## src/rtl/ttt_pkg.sv

```systemverilog
// Shared encodings for the tic-tac-toe move controller: cell and winner codes,
// FSM states and small board helpers.
package ttt_pkg;

    localparam int NUM_CELLS = 9;
    localparam int NUM_LINES = 8;

    localparam logic [1:0] CELL_EMPTY = 2'b00;
    localparam logic [1:0] CELL_P1    = 2'b01;
    localparam logic [1:0] CELL_P2    = 2'b10;

    localparam logic [1:0] WIN_NONE = 2'b00;
    localparam logic [1:0] WIN_P1   = 2'b01;
    localparam logic [1:0] WIN_P2   = 2'b10;
    localparam logic [1:0] WIN_DRAW = 2'b11;

    typedef enum logic [2:0] {
        ST_IDLE,
        ST_CHECK,
        ST_WRITE,
        ST_SCAN,
        ST_DONE
    } state_t;

    // Square numbers are 1-based; anything outside 1..9 reads as empty.
    function automatic logic [1:0] cell_at(input logic [17:0] brd, input logic [3:0] pos);
        logic [1:0] code;
        code = CELL_EMPTY;
        for (int i = 0; i < NUM_CELLS; i++) begin
            if (pos == 4'(i + 1)) begin
                code = brd[2*i +: 2];
            end
        end
        return code;
    endfunction

    function automatic logic board_full(input logic [17:0] brd);
        logic full;
        full = 1'b1;
        for (int i = 0; i < NUM_CELLS; i++) begin
            if (brd[2*i +: 2] == CELL_EMPTY) begin
                full = 1'b0;
            end
        end
        return full;
    endfunction

endpackage

```

## src/rtl/ttt_line_rom.sv

```systemverilog
// Combinational table of the eight winning lines: line index -> three 1-based
// square numbers.
module ttt_line_rom
    import ttt_pkg::*;
(
    input  logic [2:0] line_idx,
    output logic [3:0] cell_a,
    output logic [3:0] cell_b,
    output logic [3:0] cell_c
);

    always_comb begin
        cell_a = 4'd1;
        cell_b = 4'd2;
        cell_c = 4'd3;
        case (line_idx)
            3'd0: begin cell_a = 4'd1; cell_b = 4'd2; cell_c = 4'd3; end
            3'd1: begin cell_a = 4'd4; cell_b = 4'd5; cell_c = 4'd6; end
            3'd2: begin cell_a = 4'd7; cell_b = 4'd8; cell_c = 4'd9; end
            3'd3: begin cell_a = 4'd1; cell_b = 4'd4; cell_c = 4'd7; end
            3'd4: begin cell_a = 4'd2; cell_b = 4'd5; cell_c = 4'd8; end
            3'd5: begin cell_a = 4'd3; cell_b = 4'd6; cell_c = 4'd9; end
            3'd6: begin cell_a = 4'd1; cell_b = 4'd5; cell_c = 4'd9; end
            3'd7: begin cell_a = 4'd3; cell_b = 4'd5; cell_c = 4'd7; end
            default: begin cell_a = 4'd1; cell_b = 4'd2; cell_c = 4'd3; end
        endcase
    end

endmodule

```

## src/rtl/move_controller.sv

```systemverilog
// Turn sequencer and judge: validates a selected square, strobes the mover's
// board write enable, then scans the eight lines for a win or a draw.
module move_controller
    import ttt_pkg::*;
#(
    parameter bit FIRST_PLAYER = 1'b0
) (
    input  logic        clk,
    input  logic        reset,
    input  logic        move_valid,
    input  logic [3:0]  move_pos,
    input  logic [17:0] board,
    output logic [8:0]  P1_en,
    output logic [8:0]  P2_en,
    output logic        ill_move,
    output logic        turn,
    output logic        busy,
    output logic        game_over,
    output logic [1:0]  winner
);

    state_t      state, state_next;
    logic [3:0]  move_reg, move_next;
    logic [2:0]  line_idx, idx_next;
    logic        turn_next;
    logic [1:0]  winner_next;
    logic [8:0]  p1_next, p2_next;
    logic        ill_next;
    logic        busy_next;
    logic        over_next;

    logic [3:0]  cell_a, cell_b, cell_c;
    logic [1:0]  mover_code;
    logic        legal;
    logic        line_match;

    ttt_line_rom u_line_rom (
        .line_idx (line_idx),
        .cell_a   (cell_a),
        .cell_b   (cell_b),
        .cell_c   (cell_c)
    );

    assign mover_code = turn ? CELL_P2 : CELL_P1;

    assign legal = (move_reg != 4'd0) && (move_reg <= 4'd9) &&
                   (cell_at(board, move_reg) == CELL_EMPTY);

    assign line_match = (cell_at(board, cell_a) == mover_code) &&
                        (cell_at(board, cell_b) == mover_code) &&
                        (cell_at(board, cell_c) == mover_code);

    always_ff @(posedge clk or posedge reset) begin
        if (reset) begin
            state     <= ST_IDLE;
            move_reg  <= 4'd0;
            line_idx  <= 3'd0;
            turn      <= FIRST_PLAYER;
            P1_en     <= 9'd0;
            P2_en     <= 9'd0;
            ill_move  <= 1'b0;
            busy      <= 1'b0;
            game_over <= 1'b0;
            winner    <= WIN_NONE;
        end else begin
            state     <= state_next;
            move_reg  <= move_next;
            line_idx  <= idx_next;
            turn      <= turn_next;
            P1_en     <= p1_next;
            P2_en     <= p2_next;
            ill_move  <= ill_next;
            busy      <= busy_next;
            game_over <= over_next;
            winner    <= winner_next;
        end
    end

    // Strobes and ill_move default low so every pulse lasts exactly one cycle.
    always_comb begin
        state_next  = state;
        move_next   = move_reg;
        idx_next    = line_idx;
        turn_next   = turn;
        winner_next = winner;
        p1_next     = 9'd0;
        p2_next     = 9'd0;
        ill_next    = 1'b0;

        case (state)
            ST_IDLE: begin
                if (move_valid) begin
                    move_next  = move_pos;
                    state_next = ST_CHECK;
                end
            end

            ST_CHECK: begin
                if (!legal) begin
                    ill_next   = 1'b1;
                    state_next = ST_IDLE;
                end else begin
                    if (turn) begin
                        p2_next = 9'd1 << (move_reg - 4'd1);
                    end else begin
                        p1_next = 9'd1 << (move_reg - 4'd1);
                    end
                    state_next = ST_WRITE;
                end
            end

            ST_WRITE: begin
                idx_next   = 3'd0;
                state_next = ST_SCAN;
            end

            // Only the player who just moved can have completed a line.
            ST_SCAN: begin
                if (line_match) begin
                    winner_next = turn ? WIN_P2 : WIN_P1;
                    state_next  = ST_DONE;
                end else if (line_idx == 3'(NUM_LINES - 1)) begin
                    if (board_full(board)) begin
                        winner_next = WIN_DRAW;
                        state_next  = ST_DONE;
                    end else begin
                        turn_next  = ~turn;
                        state_next = ST_IDLE;
                    end
                end else begin
                    idx_next = line_idx + 3'd1;
                end
            end

            ST_DONE: begin
                state_next = ST_DONE;
            end

            default: begin
                state_next = ST_IDLE;
            end
        endcase

        busy_next = (state_next == ST_CHECK) || (state_next == ST_WRITE) ||
                    (state_next == ST_SCAN);
        over_next = (state_next == ST_DONE);
    end

endmodule

```

## config.mk

```make
export PLATFORM = sky130hd
export DESIGN_NAME = move_controller
export DESIGN_NICKNAME = d
export VERILOG_FILES = /design/src/rtl/ttt_pkg.sv /design/src/rtl/ttt_line_rom.sv /design/src/rtl/move_controller.sv
export SDC_FILE = /design/constraint.sdc
export NUM_CORES = 1
export LEC_CHECK = 0
export ABC_AREA = 0
export CAP_MARGIN = 10
export CORE_MARGIN = 1
export CORE_UTILIZATION = 25
export DETAILED_ROUTE_END_ITERATION = 12
export DONT_BUFFER_PORTS = 1
export GPL_ROUTABILITY_DRIVEN = 1
export HOLD_SLACK_MARGIN = 0.12
export PLACE_DENSITY = 0.4
export SLEW_MARGIN = 20
export SYNTH_ARGS = -nofsm -noshare
export SYNTH_HDL_FRONTEND = slang
export SYNTH_SLANG_ARGS = --single-unit
```

## constraint.sdc

```tcl
create_clock -name clk -period 3.95 [get_ports clk]
set_input_delay 0.5925 -clock clk [delete_from_list [all_inputs] [get_ports clk]]
set_output_delay 0.5925 -clock clk [all_outputs]
set_load 0.01 [all_outputs]
```

==> summary.md <==
| Metric | Value |
|---|---|
| Final hold vios | `0` |
| Die ar. | `0.00902 mm2` |
| Pin count of the biggest net entering global routing | `35` |
| Via density | `5.23` |
| Iter 0 DRT Violations | `148` |
| Port-buffer cells | `0` |
| Total grt overflow | `0` |
| Clock Latency Late Sink | `280 ps` |
| Flop2flop setup slack | `580 ps` |
| Fmax | `297 MHz` |
| Core area | `0.00830 mm2` |
| Worst Setup Slack, final | `583 ps` |
| H-tree depth | `2` |
| Mux share of post-synthesis cell area | `0.0608` |
| Commonest cells after routing, fill and taps aside | `nor2_1 (37), dfrtp_1 (34), nand2_1 (29)` |
| Vias in the first global route | `1827` |
| Chip width | `95.0 um` |
| Main synth FF type | `dfrtp_1` |
| Simple-gate share of the synthesized area | `0.280` |
| Final period util | `0.852` |
| Max-slew violation count | `0` |
| Crit path launch | `line_idx[0]` |
| RR Endpoint | `line_idx[0]` |
| Commonest non-fill, non-tap cell in the layout | `nor2_1` |
| FILL cells | `871` |
| Max_slew headroom | `0.582` |
| Worst-path maximum fanout | `15` |
| I/O pin cnt | `49` |
| CP Capture Type | `register` |
| Gate Count Post-Synth | `246` |
| CP required | `4120 ps` |
| Inst Count DP | `345` |
| Drt drc | `0` |
| CP Capture Point | `line_idx[0]` |
| DR pass1 iterations | `4` |
| FF+latch count, synth | `34` |
| Setup-failing EPs final | `0` |
| CP max stage cell | `a2111o_1` |
| Cts hold-fix bufs | `0` |
| Leakage | `0.988 nW` |
| Setup TNS | `0 ps` |
| Worst slack at placement | `639 ps` |
| Clk pin slew, worst setup/hold paths | `70 ps` |
| Root buffer cell | `clkbuf_8` |
| Worst R2R Start | `line_idx[0]` |
| Post-Layout Cell Count | `353` |
| Post-detail-place hpwl | `4570 um` |
| Post-synth EDFFs | `0` |
| Synth Area in Compound Gates | `0.178` |
| Post-CTS setup buffers | `0` |
| CP arrival | `3540 ps` |
| Initial antenna violation count | `0` |
| Routed len/inst | `17.2 um` |
| Nets@finish | `279` |
| Cts bufs inserted | `5` |
| Sequential element share of the synthesized area | `0.394` |
| Starting Density | `0.261` |
| Global Route Usage Sum | `0.145` |
| Vias | `1847` |
| Min Tclk post-route | `3370 ps` |
| Status | `completed` |
| Worst slew pin tran | `626 ps` |
| CP cell instances | `buf_4 > ha_1 > nor4bb_1 > nor4_1 > nor3_1 > o221ai_1 > a2111o_1 > nand2_1 > a21oi_2 > and3_4 > mux2_2` |
| Total Routed Length | `6060 um` |
| Syn-to-layout area delta | `9.78%` |
| Max Cap Violations | `0` |
| Ratio of cells with drive above 1 in the final layout | `0.0847` |
| Largest family of logic cells by synthesized area | `simple AND/OR/NAND/NOR gates` |
| Worst vdd ir | `166 uV` |
| Clock Tree Buf Depth | `2` |
| Synth Area in XOR/XNOR | `0.00405` |
| DIE HEIGHT | `95.0 um` |
| Clk sink count | `34` |
| Reg2Reg Depth | `11` |
| Worst path max stage delay | `510 ps` |
| Synth Area in Adders | `0.0405` |
| Clk_skew | `6.88 ps` |
| Worst Hold Class | `input port to asynchronous set/reset pin` |
| TritonCTS clock tree | `yes` |
| Kind of critical path | `register to register` |
| PostCTS Resize Cnt | `0` |
| Area contributors post-synth | `dfrtp_1 (39%), nor2_1 (6.4%), nand2_1 (5.0%), ha_1 (4.1%), mux2i_1 (2.8%)` |
| Top cell type's share of synthesized area | `0.394` |
| Number of diodes | `0` |
| Synth warnings | `0` |
| First-pass GRT wire length | `9800 um` |
| Syn Std Cell Area | `0.00216 mm2` |
| Synth cell types | `54` |
| RSZ-0062 raised after global routing | `no` |
| Post-Syn Nets | `278` |
| Async SR Flop Fraction | `1.00` |
| CP Launch Type | `register` |
| PwrDens | `771 mW/mm2` |
| Mean Syn Cell Area | `8.79 um2` |
| GP Congestion | `0.839` |
| DRT antenna net count | `0` |
| Yosys top cell by area | `dfrtp_1` |
| FP Rows | `33` |
## synthesized netlist by cell type (6+ instances only)
master / instances
nor3b_1: 6
mux2i_1: 6
dfrtp_1: 34
nor4_1: 7
o21ai_0: 10
o211ai_1: 7
nand2_1: 29
nor3_1: 8
inv_1: 9
nor2_1: 37
nor2b_1: 6
a21oi_1: 7
ha_1: 7
nand3_1: 6
## area by class of cell
cell class,instances,area (um2),share of cell area
Inverter,9,33.8,0.0142
Timing Repair Buffer,4,30.0,0.0127
Clock buffer,5,68.8,0.0290
Multi-Input combinational cell,193,1220,0.513
Sequential cell,34,851,0.358
Clock inverter,3,40.0,0.0169
Tap cell,105,131,0.0554
## worst min path at each step
stage | start | end
3_3_place_gp | state[1] | ill_move
6_report | reset | move_reg[1]
5_1_grt | reset | move_reg[1]
2_1_floorplan | state[1] | ill_move
4_1_cts | reset | game_over
3_5_place_dp | state[1] | ill_move
## kinds of logic (layout without fill, tap and decap cells)
family	count (synthesis)	after routing
buffers and inverters	19	21
xor gates and xnor gates	1	1
muxes	11	11
AOI/OAI and AO/OA	54	54
DFF	34	34
and+or+nand+nor	120	120
adders and majority gates	7	7
## report_power, final
group	switching, mW	leakage (nW)	total [mW]	internal, mW
Combinational	0.547	0.483	0.953	0.406
Clock	0.124	0.0579	0.309	0.186
Sequential	0.150	0.447	0.569	0.419
## stage by stage
step           power (mW)   util  cell area, um2  hold WS [ps]
2_1_floorplan        1.30      -            2160           448
3_3_place_gp         1.54  0.273            2260           497
3_5_place_dp         1.53  0.273            2260           502
4_1_cts              1.85  0.286            2370           299
5_1_grt              1.99  0.286            2370           343
6_report             1.83  0.286            2370           286
## worst max-delay path: cells and delay by family (launching register included)
family | cells | cell delay [ps]
compound gates | 3 | 820
fa+ha+maj | 1 | 460
buf+inv | 1 | 220
flops | 1 | 500
mux | 1 | 250
simple gates | 5 | 1000
## routing by layer
layer,share of wire,wire length [um],global-route usage
met1,0.46,2780,0.183
met3,0.049,295,0.0411
met4,0.015,93,0.0492
met5,0,0,0
met2,0.48,2890,0.236
(Power assumes the default switching activity.)
